<file path="src/rtl/key_word_loader_pkg.sv">
// Shared definitions for the key-entry word loader that feeds the asynchronous FIFO write side.
package key_word_loader_pkg;

  localparam int unsigned KWL_DATA_WIDTH = 8;
  localparam int unsigned KWL_CNT_WIDTH  = 4;

  typedef enum logic [1:0] {
    FILL      = 2'd0,
    WAIT_FULL = 2'd1,
    WRITE     = 2'd2
  } kwl_state_e;

endpackage

</file>
<file path="src/rtl/key_word_loader.sv">
// Assembles a word LSB-first from debounced key pulses and writes it to the FIFO on commit,
// holding the word while the FIFO reports full.
module key_word_loader
  import key_word_loader_pkg::*;
#(
  parameter int unsigned DATA_WIDTH = KWL_DATA_WIDTH,
  parameter int unsigned CNT_WIDTH  = KWL_CNT_WIDTH
) (
  input  logic                  clk,
  input  logic                  rst,
  input  logic                  bit1_pulse,
  input  logic                  bit0_pulse,
  input  logic                  commit_pulse,
  input  logic                  clear_pulse,
  input  logic                  full,
  output logic                  wr_en,
  output logic [DATA_WIDTH-1:0] wr_data,
  output logic [CNT_WIDTH-1:0]  bit_cnt,
  output logic                  busy,
  output logic [7:0]            word_cnt,
  output logic                  drop_err
);

  kwl_state_e state;

  logic                  bit_any;
  logic                  bit_both;
  logic                  at_cap;
  logic [DATA_WIDTH-1:0] bit_mask;

  always_comb begin
    bit_any  = bit1_pulse | bit0_pulse;
    bit_both = bit1_pulse & bit0_pulse;
    at_cap   = (bit_cnt == CNT_WIDTH'(DATA_WIDTH));
    bit_mask = DATA_WIDTH'(1) << bit_cnt;
  end

  // Unentered bits are already 0, so a 0 entry only advances the count.
  always_ff @(posedge clk or negedge rst) begin
    if (!rst) begin
      state    <= FILL;
      wr_en    <= 1'b0;
      busy     <= 1'b0;
      wr_data  <= '0;
      bit_cnt  <= '0;
      word_cnt <= '0;
      drop_err <= 1'b0;
    end else begin
      case (state)
        FILL: begin
          if (clear_pulse) begin
            wr_data <= '0;
            bit_cnt <= '0;
          end else if (commit_pulse && (bit_cnt != '0)) begin
            busy <= 1'b1;
            if (!full) begin
              state <= WRITE;
              wr_en <= 1'b1;
            end else begin
              state <= WAIT_FULL;
            end
          end else if (bit_both) begin
            drop_err <= 1'b1;
          end else if (bit_any) begin
            if (at_cap) begin
              drop_err <= 1'b1;
            end else begin
              if (bit1_pulse) wr_data <= wr_data | bit_mask;
              bit_cnt <= bit_cnt + CNT_WIDTH'(1);
            end
          end
        end

        WAIT_FULL: begin
          if (bit_any) drop_err <= 1'b1;
          if (clear_pulse) begin
            state   <= FILL;
            busy    <= 1'b0;
            wr_data <= '0;
            bit_cnt <= '0;
          end else if (!full) begin
            state <= WRITE;
            wr_en <= 1'b1;
          end
        end

        WRITE: begin
          if (bit_any) drop_err <= 1'b1;
          state    <= FILL;
          wr_en    <= 1'b0;
          busy     <= 1'b0;
          wr_data  <= '0;
          bit_cnt  <= '0;
          word_cnt <= word_cnt + 8'd1;
        end

        default: begin
          state <= FILL;
          wr_en <= 1'b0;
          busy  <= 1'b0;
        end
      endcase
    end
  end

endmodule
</file>
<file path="config.mk">
export PLATFORM = sky130hd
export DESIGN_NAME = key_word_loader
export DESIGN_NICKNAME = d
export VERILOG_FILES = /design/src/rtl/key_word_loader_pkg.sv /design/src/rtl/key_word_loader.sv
export SDC_FILE = /design/constraint.sdc
export NUM_CORES = 1
export LEC_CHECK = 0
export ABC_AREA = 0
export CAP_MARGIN = 20
export CORE_MARGIN = 3
export CORE_UTILIZATION = 45
export DETAILED_ROUTE_END_ITERATION = 6
export GPL_ROUTABILITY_DRIVEN = 0
export PLACE_DENSITY = 0.75
export SKIP_CTS_REPAIR_TIMING = 1
export SLEW_MARGIN = 10
export SYNTH_ARGS = -nofsm -noshare
export SYNTH_HDL_FRONTEND = slang
export SYNTH_SLANG_ARGS = --single-unit
export TNS_END_PERCENT = 1
</file>
<file path="constraint.sdc">
create_clock -name clk -period 2 [get_ports clk]
set_input_delay 0.3 -clock clk [delete_from_list [all_inputs] [get_ports clk]]
set_output_delay 0.3 -clock clk [all_outputs]
set_load 0.005 [all_outputs]
</file>
After elaboration in Yosys (flattened, before gate mapping)
Index checks and enable logic that the tools add are counted.
{"block": "classes", "shifts": 1, "add_sub_neg": 2, "n_eq_ne": 17, "n_reduce_logical": 12, "bitwise_logic": 3, "muxes": 37}
{"op": "8-bit two-way mux", "n": 7}
{"op": "4-bit two-way mux", "n": 6}
{"op": "3-bit inequality test (second input constant)", "n": 8}
{"op": "8-bit case mux with 3 select lines", "n": 1}
{"op": "1-bit two-way mux", "n": 13}
{"op": "4-bit case mux with 3 select lines", "n": 1}
{"op": "6-bit AND reduction", "n": 2}
{"op": "2-bit two-way mux", "n": 5}
{"op": "2-bit inequality test (second input constant)", "n": 5}
{"op": "3-bit AND reduction", "n": 3}
{"op": "8-bit by 1-bit adder with 8-bit output (second input constant)", "n": 1}
{"op": "8-bit bitwise OR", "n": 1}
{"op": "1-bit by 4-bit << shifter with 8-bit output (first input constant)", "n": 1}
{"op": "7-bit AND reduction", "n": 1}
{"op": "1-bit case mux with 2 select lines", "n": 3}
{"op": "4-bit by 1-bit adder with 4-bit output (second input constant)", "n": 1}
{"op": "4-bit equality test (second input constant)", "n": 1}
{"op": "2-bit case mux with 2 select lines", "n": 1}
{"op": "4-bit nonzero test", "n": 1}
{"op": "3-bit nonzero test", "n": 1}
{"op": "2-bit by 1-bit equality test with 1-bit output (second input constant)", "n": 1}
{"op": "2-bit equality test (second input constant)", "n": 1}
{"op": "2-bit logical NOT", "n": 1}
{"op": "2-bit by 1-bit inequality test with 1-bit output (second input constant)", "n": 1}
{"op": "other kinds (5)", "n": 5}
{"block": "word_totals", "inputBits": 7, "out_inout_bits": 23, "regBits": 25}

Longest topological paths before layout
{"block": "logic_depth", "ltp_word": 9, "mapped_depth": 7, "mapped_depth_nobuf": 6}

Worst setup path before layout
Ideal clock, no wire load.
{"block": "synth_timing", "path_type": "register to register", "start": "reg state[0]", "end": "reg wr_data[5]", "stages_incl_launch_ff": 7, "slack_ns": 0.145, "arrival_ns": 1.769, "synth_period_minus_slack_ns": 1.855, "path_cell_list": "dfrtp_1 > inv_1 > ha_1 > or4_4 > nor2_4 > o2111ai_1 > a211oi_2"}
{"block": "synth_between", "elab_chain_len": 3, "elab_cells_between_ends": 12, "cone_classes": "8 x eq/ne; 1 x mux; 3 x reduce/logical"}
{"item": "start, declared", "line_no": "key_word_loader.sv:24", "text": "kwl_state_e state;"}
{"item": "start signal, assigned", "line_no": "key_word_loader.sv:41", "text": "state <= FILL;"}
{"item": "start signal, assigned", "line_no": "key_word_loader.sv:57", "text": "state <= WRITE;"}
{"item": "start signal, assigned", "line_no": "key_word_loader.sv:60", "text": "state <= WAIT_FULL;"}
{"item": "2-bit by 1-bit equality test with 1-bit output (tied with other cells)", "line_no": "key_word_loader.sv:49", "text": "case (state)"}
{"item": "2-bit inequality test (no line) (tied with other cells)"}
{"item": "7-bit AND reduction (no line)"}
{"item": "end signal, assigned", "line_no": "key_word_loader.sv:68", "text": "if (bit1_pulse) wr_data <= wr_data | bit_mask;"}
{"item": "end, declared", "line_no": "key_word_loader.sv:17", "text": "output logic [DATA_WIDTH-1:0] wr_data,"}
Parallel ways exist; a longest one is shown, timed or not.
A chain may end at the register's enable or synchronous reset.

Worst setup path in the final report
{"block": "layout_timing", "start": "reg state[1]", "end": "reg wr_data[5]"}
Same word-level chain as after synthesis.

==> impl_metrics.sql <==
INSERT INTO impl_metrics (metric_group, metric, value, unit) VALUES
('detailed_routing', 'detail_route.iter0.violations', '27', ''),
('power_and_ir_drop', 'cellPowerDensity', '1100', 'mW/mm^2'),
('setup_path', 'critical_path.cell_chain', 'inv_2 > ha_4 > or4_4 > nor2_4 > o2111ai_2 > a211oi_2', ''),
('clock_tree', 'cts_root_buffer', 'clkbuf_4', ''),
('setup_path', 'worst_r2r_path_depth', '6', ''),
('timing', 'final_min_period_over_clock_period', '0.958', ''),
('synth', 'synthesis.area_per_instance', '10.5', 'sq um'),
('power_and_ir_drop', 'static-leakage-power', '0.000801', 'uW'),
('setup_path', 'crit_path_top_delay_cell', 'or4_4', ''),
('clock_tree', 'cts_buffers', '3', ''),
('global_routing', 'grt_pass1_vias', '1086', ''),
('synth', 'synth_edf_count', '0', ''),
('synth', 'synthesis.nets', '150', ''),
('timing', 'relSlewSlack', '0.759', ''),
('timing', 'timing_worst_slew_pin_value', '362', 'ps'),
('setup_path', 'worstSetupPathType', 'reg2reg', ''),
('global_routing', 'grt_usage', '0.162', ''),
('hold_path', 'holdCritPathClass', 'in2async', ''),
('clock_tree', 'cts_htree_levels', '1', ''),
('clock_tree', 'clkSlewWorstSetupHoldPaths', '130', 'ps'),
('layout', 'layout-drive-gt1-share', '0.179', ''),
('synth', 'synth-seq-area-share', '0.450', ''),
('detailed_routing', 'num_vias', '1154', ''),
('global_routing', 'antenna_found_initial', '0', ''),
('power_and_ir_drop', 'ir_drop', '0.703', 'mV'),
('placement', 'placedInstanceArea', '0.00178', 'sq mm'),
('setup_path', 'cp.arrival', '2160', 'ps'),
('detailed_routing', 'first_pass_iters', '4', ''),
('die', 'die_x', '61.6', 'um'),
('layout', 'area_growth_syn_to_layout', '33.9', '%'),
('die', 'fp-row-count', '19', ''),
('synth', 'ys_flop_type', 'dfrtp_1', ''),
('timing', 'achievable-frequency', '0.522', 'GHz'),
('clock_tree', 'clock_path_buffers', '2', ''),
('setup_path', 'endpoint_kind', 'register', ''),
('die', 'coreArea', '0.00285', 'sq mm'),
('synth', 'async_flop_share', '1.00', ''),
('timing', 'finalCriticalPeriod', '1920', 'ps'),
('synth', 'mappedNetlistArea', '0.00139', 'sq mm'),
('synth', 'cell_count_after_synthesis', '132', ''),
('placement', 'detailedPlacementHpwl', '2210', 'um'),
('timing', 'timing.hold.ws', '326', 'ps'),
('timing', 'timing_max_transition_violations_final', '0', ''),
('placement', 'placement.io_buffers', '29', ''),
('timing', 'hold_viol_final', '0', ''),
('setup_path', 'slowest_delay', '560', 'ps'),
('global_routing', 'grt_overflow_total', '0', ''),
('detailed_routing', 'drt_wl_total', '2910', 'um'),
('die', 'ios', '30', ''),
('setup_path', 'crit_required', '2240', 'ps'),
('die', 'die_height', '61.6', 'um'),
('layout', 'n_fill_cell', '242', ''),
('layout', 'final-instance-count-excl-fill', '204', ''),
('clock_tree', 'tritoncts_num_sinks', '25', ''),
('setup_path', 'worst_setup_path_start_kind', 'register', ''),
('detailed_routing', 'remaining_drc_errors', '0', ''),
('global_routing', 'first_pass_grt_wire_length', '4700', 'um'),
('detailed_routing', 'final_antenna_net_count', '0', ''),
('layout', 'num_antenna_cells', '0', ''),
('die', 'die_area', '0.00379', 'sq mm'),
('die', 'start_util', '0.487', ''),
('synth', 'synth.lib_cells_used.distinct', '42', ''),
('setup_path', 'critPathMaxFanout', '4', ''),
('layout', 'nets', '192', ''),
('detailed_routing', 'drt-wirelength-per-cell', '14.3', 'um'),
('detailed_routing', 'routed_via_density', '5.66', ''),
('placement', 'dp_cells', '199', ''),
('layout', 'postLayoutCellArea', '0.00186', 'sq mm'),
('clock_tree', 'clk_latency', '310', 'ps'),
('synth', 'ys.warnings.count', '0', ''),
('timing', 'clock_skew', '2.48', 'ps'),
('run', 'max_cap_viol_count', '0', ''),
('clock_tree', 'tritoncts_clock_tree', 'done', ''),
('synth', 'synth.ff_latch_count', '25', ''),
('timing', 'finalSetupViolations', '0', ''),
('run_status', 'run_status', 'complete, no violations', ''),
('global_routing', 'grt_max_degree', '26', '');
## power by group
part           switching (uW)  leakage, uW  total (uW)  internal (uW)
Clock                     147    0.0000150         225           78.0
Combinational             558     0.000455        1130            570
Sequential               86.9     0.000332         703            616
## layout by cell type, fill, tap and decap left out, types with 2 or more instances in the layout
master,count
nand2b_1,2
xnor2_1,5
xor2_1,3
ha_2,2
nand3_1,2
o211ai_1,2
nand4_1,2
a22o_1,2
and2_1,2
inv_2,2
mux2_2,2
a22oi_1,2
o22ai_1,3
buf_4,12
nor2_1,5
o21ai_0,4
a211oi_1,4
a211oi_2,2
o21a_1,2
dfrtp_1,25
inv_1,11
a21oi_1,3
clkbuf_4,3
o32ai_2,3
ha_1,8
nand2_1,10
nor4b_1,2
clkdlybuf4s50_1,29
## cells by family after synthesis
kind of cell,count (synthesis),share of synthesized area
buf+inv,17,0.0531
compound gates,36,0.195
xor+xnor,8,0.0504
fa+ha+maj,11,0.0990
simple gates,33,0.136
flops,25,0.450
mux,2,0.0162
## final cells by class
type / count / area [sq um] / area share
clock buffer: 4 / 26.3 / 0.0141
inverter: 13 / 48.8 / 0.0262
multi-input combinational: 90 / 742 / 0.399
sequential: 25 / 626 / 0.336
tap: 31 / 38.8 / 0.0208
timing repair buffer: 41 / 380 / 0.204
## per-stage QoR
stage | total power (uW) | setup TNS [ps] | setup slack [ps] | util
2_1_floorplan | 1320 | 0 | 145 | -
3_3_place_gp | 1730 | 0 | 119 | 0.623
3_5_place_dp | 1760 | 0 | 32.6 | 0.623
4_1_cts | 1980 | 0 | 5.06 | 0.632
5_1_grt | 2220 | -8.12 | -6.77 | 0.653
6_report | 2060 | 0 | 83.8 | 0.653
## final timing paths
check	to	from	slack [ps]
worst max-delay path	wr_data[5]	state[1]	80
worst min register to register	drop_err	drop_err	470
worst max register to register	wr_data[5]	state[1]	80
worst min-delay path	wr_data[1]	rst	330
min in group clk	drop_err	drop_err	470
max in group asynchronous	drop_err	rst	1430
## metal layers
metal	GRT usage	vias up	part of all wire
li1	-	560	-
met1	0.211	554	0.45
met2	0.275	36	0.49
met3	0.0314	4	0.057
met4	0.0394	0	0.0076
met5	0	-	0
## synthesized netlist by cell type, drive strengths merged, types with 3 or more instances
| master | n | share of area |
|---|---|---|
| a21oi | 3 | 0.011 |
| xnor2 | 5 | 0.032 |
| buf | 3 | 0.015 |
| o21ai | 5 | 0.021 |
| dfrtp | 25 | 0.45 |
| o32ai | 4 | 0.025 |
| inv | 13 | 0.035 |
| ha | 11 | 0.099 |
| a211oi | 6 | 0.036 |
| nand2 | 10 | 0.027 |
| xor2 | 3 | 0.019 |
| o22ai | 3 | 0.014 |
| nor2 | 6 | 0.022 |
## worst max-delay path: cells and delay by family, from the launching register on
kind / cells / cell delay (ps)
AND/OR/NAND/NOR: 2 / 740
flip-flops: 1 / 410
AO/OA/AOI/OAI: 2 / 380
adder cells (fa/ha/maj): 1 / 210
buffers and inverters: 1 / 100
## flip-flops by register name, indices dropped and copies added (netlist names)
register,flops
wr_data,8
busy,1
drop_err,1
state,2
word_cnt,8
wr_en,1
bit_cnt,4
Note: power is estimated with default switching activity, not from simulation.
